## config.mk

```make
export PLATFORM = sky130hd
export DESIGN_NAME = instr_encoder_loader
export DESIGN_NICKNAME = d
export VERILOG_FILES = /design/src/rtl/instr_enc_pkg.sv /design/src/rtl/rv_word_encoder.sv /design/src/rtl/instr_encoder_loader.sv
export SDC_FILE = /design/constraint.sdc
export NUM_CORES = 1
export LEC_CHECK = 0
export ABC_AREA = 1
export CORE_ASPECT_RATIO = 1.75
export CORE_MARGIN = 2
export CORE_UTILIZATION = 40
export DETAILED_ROUTE_END_ITERATION = 10
export HOLD_SLACK_MARGIN = 0.15
export PLACE_DENSITY = 0.74
export SYNTH_ARGS = -nofsm -noshare
export SYNTH_HDL_FRONTEND = slang
export SYNTH_SLANG_ARGS = --single-unit
```

## constraint.sdc

```tcl
create_clock -name clk -period 5.4 [get_ports clk]
set_input_delay 0.54 -clock clk [delete_from_list [all_inputs] [get_ports clk]]
set_output_delay 0.54 -clock clk [all_outputs]
set_load 0.02 [all_outputs]
```

## src/rtl/instr_enc_pkg.sv

```systemverilog
// Shared encodings for the RV32I instruction loader: symbolic kinds, opcode/funct fields, FSM states.
// No logic here; imported by the encoder and the loader FSM.
package instr_enc_pkg;

  typedef enum logic [3:0] {
    K_LW  = 4'd0,
    K_SW  = 4'd1,
    K_ADD = 4'd2,
    K_SUB = 4'd3,
    K_SLT = 4'd4,
    K_OR  = 4'd5,
    K_AND = 4'd6,
    K_BEQ = 4'd7
  } kind_e;

  localparam logic [6:0] OP_LOAD   = 7'b0000011;
  localparam logic [6:0] OP_STORE  = 7'b0100011;
  localparam logic [6:0] OP_RTYPE  = 7'b0110011;
  localparam logic [6:0] OP_BRANCH = 7'b1100011;

  localparam logic [2:0] F3_LW  = 3'b010;
  localparam logic [2:0] F3_SW  = 3'b010;
  localparam logic [2:0] F3_ADD = 3'b000;
  localparam logic [2:0] F3_SUB = 3'b000;
  localparam logic [2:0] F3_SLT = 3'b010;
  localparam logic [2:0] F3_OR  = 3'b110;
  localparam logic [2:0] F3_AND = 3'b111;
  localparam logic [2:0] F3_BEQ = 3'b000;

  localparam logic [6:0] F7_BASE = 7'b0000000;
  localparam logic [6:0] F7_SUB  = 7'b0100000;

  typedef enum logic [2:0] {
    S_IDLE,
    S_ACCEPT,
    S_ENCODE,
    S_WRITE,
    S_DONE
  } state_e;

endpackage

```

## src/rtl/rv_word_encoder.sv

```systemverilog
// Combinational RV32I word builder for the supported subset; flags unknown kinds and odd branch offsets.
// Zero latency, no handshake.
module rv_word_encoder
  import instr_enc_pkg::*;
(
  input  logic [3:0]  kind,
  input  logic [4:0]  rd,
  input  logic [4:0]  rs1,
  input  logic [4:0]  rs2,
  input  logic [12:0] imm,
  output logic [31:0] word,
  output logic        illegal
);

  always_comb begin
    word    = '0;
    illegal = 1'b0;
    case (kind)
      K_LW:  word = {imm[11:0], rs1, F3_LW, rd, OP_LOAD};
      K_SW:  word = {imm[11:5], rs2, rs1, F3_SW, imm[4:0], OP_STORE};
      K_ADD: word = {F7_BASE, rs2, rs1, F3_ADD, rd, OP_RTYPE};
      K_SUB: word = {F7_SUB,  rs2, rs1, F3_SUB, rd, OP_RTYPE};
      K_SLT: word = {F7_BASE, rs2, rs1, F3_SLT, rd, OP_RTYPE};
      K_OR:  word = {F7_BASE, rs2, rs1, F3_OR,  rd, OP_RTYPE};
      K_AND: word = {F7_BASE, rs2, rs1, F3_AND, rd, OP_RTYPE};
      K_BEQ: begin
        word    = {imm[12], imm[10:5], rs2, rs1, F3_BEQ, imm[4:1], imm[11], OP_BRANCH};
        // Branch offsets are halfword multiples; bit 0 cannot be encoded.
        illegal = imm[0];
      end
      default: illegal = 1'b1;
    endcase
  end

endmodule

```

## src/rtl/instr_encoder_loader.sv

```systemverilog
// Accepts symbolic instruction bundles, encodes them to RV32I and writes them sequentially to imem.
// 3 cycles per bundle (accept, encode, write); in_ready low outside ACCEPT, so the source stalls.
module instr_encoder_loader
  import instr_enc_pkg::*;
#(
  parameter int ADDR_W    = 8,
  parameter int BASE_ADDR = 0,
  parameter int MAX_INSTR = 64
) (
  input  logic              clk,
  input  logic              rst,
  input  logic              start,
  input  logic              clear,
  input  logic              in_valid,
  output logic              in_ready,
  input  logic [3:0]        in_kind,
  input  logic [4:0]        in_rd,
  input  logic [4:0]        in_rs1,
  input  logic [4:0]        in_rs2,
  input  logic [12:0]       in_imm,
  input  logic              in_last,
  output logic              mem_we,
  output logic [ADDR_W-1:0] mem_addr,
  output logic [31:0]       mem_wdata,
  output logic [ADDR_W-2:0] count,
  output logic              busy,
  output logic              done,
  output logic              err
);

  localparam logic [ADDR_W-1:0] BASE    = ADDR_W'(BASE_ADDR);
  localparam logic [ADDR_W-2:0] MAX_CNT = (ADDR_W-1)'(MAX_INSTR);

  state_e      state;
  logic [3:0]  cap_kind;
  logic [4:0]  cap_rd, cap_rs1, cap_rs2;
  logic [12:0] cap_imm;
  logic        cap_last;

  logic [31:0]       enc_word;
  logic              enc_illegal;
  logic [ADDR_W-2:0] count_inc;

  assign count_inc = count + 1'b1;

  rv_word_encoder u_enc (
    .kind    (cap_kind),
    .rd      (cap_rd),
    .rs1     (cap_rs1),
    .rs2     (cap_rs2),
    .imm     (cap_imm),
    .word    (enc_word),
    .illegal (enc_illegal)
  );

  always_ff @(posedge clk or posedge rst) begin
    if (rst) begin
      state     <= S_IDLE;
      in_ready  <= 1'b0;
      mem_we    <= 1'b0;
      mem_addr  <= BASE;
      mem_wdata <= '0;
      count     <= '0;
      busy      <= 1'b0;
      done      <= 1'b0;
      err       <= 1'b0;
      cap_kind  <= '0;
      cap_rd    <= '0;
      cap_rs1   <= '0;
      cap_rs2   <= '0;
      cap_imm   <= '0;
      cap_last  <= 1'b0;
    end else begin
      case (state)
        S_IDLE: begin
          if (start) begin
            state    <= S_ACCEPT;
            count    <= '0;
            err      <= 1'b0;
            mem_addr <= BASE;
            in_ready <= 1'b1;
            busy     <= 1'b1;
          end
        end
        S_ACCEPT: begin
          if (in_valid && in_ready) begin
            cap_kind <= in_kind;
            cap_rd   <= in_rd;
            cap_rs1  <= in_rs1;
            cap_rs2  <= in_rs2;
            cap_imm  <= in_imm;
            cap_last <= in_last;
            in_ready <= 1'b0;
            state    <= S_ENCODE;
          end
        end
        S_ENCODE: begin
          mem_wdata <= enc_word;
          if (enc_illegal) begin
            err <= 1'b1;
            if (cap_last) begin
              state <= S_DONE;
              done  <= 1'b1;
              busy  <= 1'b0;
            end else begin
              state    <= S_ACCEPT;
              in_ready <= 1'b1;
            end
          end else begin
            state    <= S_WRITE;
            mem_we   <= 1'b1;
            // count < MAX_INSTR <= 2^(ADDR_W-2), so the dropped top bit is always zero.
            mem_addr <= BASE + {count[ADDR_W-3:0], 2'b00};
          end
        end
        S_WRITE: begin
          mem_we <= 1'b0;
          count  <= count_inc;
          if (cap_last || count_inc == MAX_CNT) begin
            state <= S_DONE;
            done  <= 1'b1;
            busy  <= 1'b0;
          end else begin
            state    <= S_ACCEPT;
            in_ready <= 1'b1;
          end
        end
        S_DONE: begin
          if (clear) begin
            state <= S_IDLE;
            done  <= 1'b0;
          end
        end
        default: state <= S_IDLE;
      endcase
    end
  end

endmodule

```

* Yosys cells after proc, flatten, opt, wreduce, memory -nomap -nowiden
Index checks and enable logic that the tools add are counted.
** Word-level totals
- Bits in registers :: 88
- Input bits :: 38
- Output and inout port bits :: 52
- Logic and storage cells :: 91
** Cells by class
- Add/subtract/negate cells :: 1
- Equal/unequal tests :: 21
- Mux-type cells :: 34
- Reduce and logical (&&, ||, !) cells :: 20
** Operator list (count)
- $pmux W32 S8 :: 1
- $mux W3 :: 6
- $ne A2 B2 Y1 const B :: 9
- $eq A4 B3 Y1 const B :: 4
- $mux W8 :: 2
- $pmux W8 S2 :: 1
- $mux W1 :: 15
- $pmux W3 S5 :: 1
- $pmux W7 S2 :: 1
- $reduce_and A5 Y1 :: 2
- $reduce_and A3 Y1 :: 3
- $eq A4 B2 Y1 const B :: 2
- $add A7 B1 Y7 const B :: 1
- $eq A7 B7 Y1 const B :: 1
- $mux W7 :: 1
- $reduce_or A7 Y1 :: 1
- $eq A3 B2 Y1 const B :: 2
- $pmux W1 S2 :: 3
- $pmux W1 S3 :: 2
- $reduce_and A2 Y1 :: 3
- $reduce_and A6 Y1 :: 1
- $reduce_bool A2 Y1 :: 3
- $reduce_bool A3 Y1 :: 2
- $eq A4 B1 Y1 const B :: 1
- other kinds (8) :: 8

* Depth between registers and ports, before layout
- Depth in word-level cells :: 5
- Gate-level depth with buffers :: 12
- Mapped depth without buffers :: 12

* Hierarchy
A second synthesis with hierarchy kept.
** Second synthesis, totals
- Cell total of the unflattened synthesis :: 514
- Area, all modules :: 4006.3 um^2
** By module, submodules not included
- instr_encoder_loader :: instances 1, cells an instance 417, area each 3559.7 um^2, sequential area each 2152.1 um^2
- rv_word_encoder :: instances 1, cells an instance 97, area each 446.7 um^2, sequential area each 0.0 um^2

* Worst setup path before layout
Ideal clock, no wire load.
- Path kind :: register to register
- From :: register count[0]
- To :: register state[2]
- Setup time :: 0.124 ns
- Arrival time :: 1.525 ns
- Data required time :: 5.276 ns
- Path slack :: 3.751 ns
- Cell stages (with the launch flop) :: 12
- Buffers on the path :: 0
- Period minus slack after synthesis :: 1.649 ns
- Cells stage by stage :: dfrtp_1 > ha_1 > nand2_1 > nor2_2 > nand2_1 > nand3b_1 > nor2_1 > nand2_1 > nand2_1 > nand2_2 > nand2_2 > or2_1
** Between the ends
- Word-level cells in the longest chain between the ends :: 5
** RTL lines
- from (decl) :: RTL line instr_encoder_loader.sv:25 : output logic [ADDR_W-2:0] count,
- from (signal assigned) :: RTL line instr_encoder_loader.sv:118 : count <= count_inc;
- $add A7 B1 Y7 :: RTL line instr_encoder_loader.sv:44 : assign count_inc = count + 1'b1;
- $eq A7 B7 Y1 :: RTL line instr_encoder_loader.sv:119 : if (cap_last || count_inc == MAX_CNT) begin
- $logic_or A1 B1 Y1 :: RTL line instr_encoder_loader.sv:119
- $mux W3 :: RTL line instr_encoder_loader.sv:119
- $pmux W3 S5 :: RTL line instr_encoder_loader.sv:74 : case (state)
- to (signal assigned) :: RTL line instr_encoder_loader.sv:77 : state <= S_ACCEPT;
- to (signal assigned) :: RTL line instr_encoder_loader.sv:120 : state <= S_DONE;
- to (signal assigned) :: RTL line instr_encoder_loader.sv:124 : state <= S_ACCEPT;
- to (decl) :: RTL line instr_encoder_loader.sv:34 : state_e state;
No other way between the ends.
A chain may end at the register's enable or synchronous reset.

* Worst setup path after layout
- From :: register state[2]
- To :: register mem_wdata[28]
** Between the ends
- Word-level cells in the longest chain between the ends :: 1
** RTL lines
- from (signal assigned) :: RTL line instr_encoder_loader.sv:58 : state <= S_IDLE;
- from (signal assigned) :: RTL line instr_encoder_loader.sv:77
- from (signal assigned) :: RTL line instr_encoder_loader.sv:94 : state <= S_ENCODE;
- $eq A3 B2 Y1 :: RTL line instr_encoder_loader.sv:74
- to (signal assigned) :: RTL line instr_encoder_loader.sv:98 : mem_wdata <= enc_word;
- to (decl) :: RTL line instr_encoder_loader.sv:24 : output logic [31:0] mem_wdata,
No other way between the ends.

==> out/metrics.yaml <==
status:
  status: "finished, final reports clean"
sta:
  fin_crit_ps: 2510
  fin_crit_sh: 0.465
  tightest_slew_ps: 1040
  skew_ps: 3.39
  setup_violations: 0
  worst_slack_ps: 2890
  slew_headroom: 0.309
  final-hold-violation-count: 0
  fmax_ghz: 0.398
  slew_viol_final: 0
  rsz0062_at_grt: "no"
  finalSetupTns_ps: 0
grt:
  grt_max_degree: 84
  grt_pass1_wl_um: 14200
  grt_use_total: 0.186
  grt_pass1_vias: 3010
  grt_antenna_before_repair: 0
  grt_overflow_total: 0
cts:
  clock-root-buffer: "clkbuf_16"
  ctsHtreeMaxLevel: 3
  cts.sinks: 83
  clock_latency_ps: 330
  cts_setup_buffers: 0
  clockBufferDepth: 2
  cts_buffers: 9
  cts_tree: "yes"
  cts_resized: 0
  cts_hold_buf: 0
  clkSlewWorstSetupHoldPaths_ps: 60
route:
  top_layer_used: "met4"
  vias: 3090
  wl_per_cell_um: 14.0
  drtIter0Drc: 181
  drtAntennaViolNets: 0
  drc: 0
  dr_wl_met2_um: 4890
  met3_length_um: 371
  wirelength_um: 8790
  dr.pass1.iters: 5
  routed_via_density: 4.94
  met1_length_um: 3220
cells_and_area:
  area_delta_synth_final_pct: 33.3
  fill_cells: 857
  fin_nets: 541
  final_cell_mix: "nand2_1, clkdlybuf4s50_1, dfrtp_1"
  n_antenna_cell: 0
  drive_above_1_share: 0.0652
  final_common_cell: "nand2_1"
synth:
  synth_top_cell_area_share: 0.570
  post_synth_num_cell_types: 33
  ys_seq_area_frac: 0.570
  syn_area_um2: 3640
  synth_cells: 420
  ys_seq_elements: 83
  ys_warn_count: 0
  synth_edf_count: 0
  yosys_most_used_dff: "dfrtp_1"
  ys_top_cells_by_area: "dfrtp_1, nand2_1, nor2_1"
  yosysTopAreaCell: "dfrtp_1"
  synth-async-reset-ratio: 1.00
  synth_area_per_cell_um2: 8.67
flow_run:
  maxCapViolCount: 0
worst_hold_path:
  holdCritPathClass: "flip-flop to flip-flop"
die:
  core_um2: 8980
  die-area_um2: 9920
  die_height_um: 130
  chipWidth_um: 76.1
  io-pin-count: 90
  start_util: 0.406
  num_rows: 46
critical_path:
  crit_fanout: 38
  cpMostUsedCell: "inv_2"
  path_cells: "inv_2 > nand3_2 > inv_2 > nand2_1 > o31ai_1"
  crit_arrival_ps: 2740
  critPathKind: "flip-flop to flip-flop"
  path_buf_inv: 2
  end_kind: "flip-flop"
  cpPeakStageDelay_ps: 580
  cp-start-kind: "flip-flop"
  crit_family: "simple AND/OR/NAND/NOR gates"
  slowest_stage: "nand3_2"
  crit_required_ps: 5630
placement:
  hpwl_um: 6400
  port-buffer-count: 85
  gp_congestion: 0.838
  place_ws_ps: 2850
power_and_ir_drop:
  power.density_nw_per_um2: 536
  power_leakage_nw: 2.34
  ir_drop_uv: 247
[metal layers]
layer	vias up	global-route usage
met5	-	0
met4	0	0.111
met3	20	0.0304
met2	102	0.352
met1	1469	0.193
li1	1499	-
[registers in the layout (all words and copies together), names as in the netlist]
| signal | flops |
|---|---|
| cap_kind | 4 |
| state | 3 |
| mem_addr | 6 |
| mem_wdata | 29 |
| cap_last | 1 |
| cap_rd | 5 |
| cap_rs2 | 5 |
| busy | 1 |
| err | 1 |
| done | 1 |
| count | 7 |
| cap_rs1 | 5 |
| mem_we | 1 |
| cap_imm | 13 |
| in_ready | 1 |
[kinds of logic after synthesis]
logic type	count (synthesis)	synth area share
buffers and inverters	65	0.0779
muxes	5	0.0155
adders and majority gates	1	0.00343
AOI/OAI and AO/OA	73	0.112
other	1	0.00103
xor gates and xnor gates	1	0.00240
and+or+nand+nor	191	0.218
DFF	83	0.570
[through the flow]
step	cells	power [mW]	utilization	hold slack [ps]	instance area [um^2]
floorplan	423	1.61	-	473	3650
global route	626	2.78	0.541	506	4860
detailed placement	611	2.02	0.508	467	4560
CTS	626	2.63	0.541	480	4860
global placement	611	1.98	0.508	458	4560
finish	626	2.61	0.541	474	4860
[final timing paths]
check	start	endpoint	slack, ps	cells after the start
max	state[2]	mem_wdata[28]	2890	5
min	mem_wdata[13]	mem_wdata[13]	470	1
max reg2reg	state[2]	mem_wdata[28]	2890	5
min reg2reg	mem_wdata[13]	mem_wdata[13]	470	1
max in group asynchronous	rst	count[6]	3890	3
min in group asynchronous	rst	cap_rs1[4]	850	3
[Yosys cell counts (all sizes together) (2+ instances only)]
| cell type | n |
|---|---|
| o22ai | 8 |
| a21oi | 33 |
| nor3 | 2 |
| clkbuf | 4 |
| mux2 | 5 |
| o21ai | 20 |
| a21o | 2 |
| dfrtp | 83 |
| o31ai | 6 |
| nand2 | 110 |
| nand3 | 25 |
| buf | 15 |
| nor2 | 50 |
| inv | 45 |
[final cells by class]
| cell class | instances | area [um^2] | share of cell area |
|---|---|---|---|
| repair buffers | 87 | 866 | 0.178 |
| inverters | 46 | 174 | 0.0358 |
| clock buffers | 13 | 260 | 0.0536 |
| clock inverters | 2 | 35.0 | 0.00721 |
| multi-input cells | 275 | 1290 | 0.266 |
| well taps | 120 | 150 | 0.0309 |
| flip-flops and latches | 83 | 2080 | 0.428 |
[power breakdown]
part | leakage, nW | switching, mW | internal (mW)
logic | 1.17 | 0.602 | 0.407
registers | 1.02 | 0.141 | 0.850
clock network | 0.146 | 0.225 | 0.380
total | 2.34 | 0.968 | 1.64
Note: power is estimated with default switching activity, not from simulation.
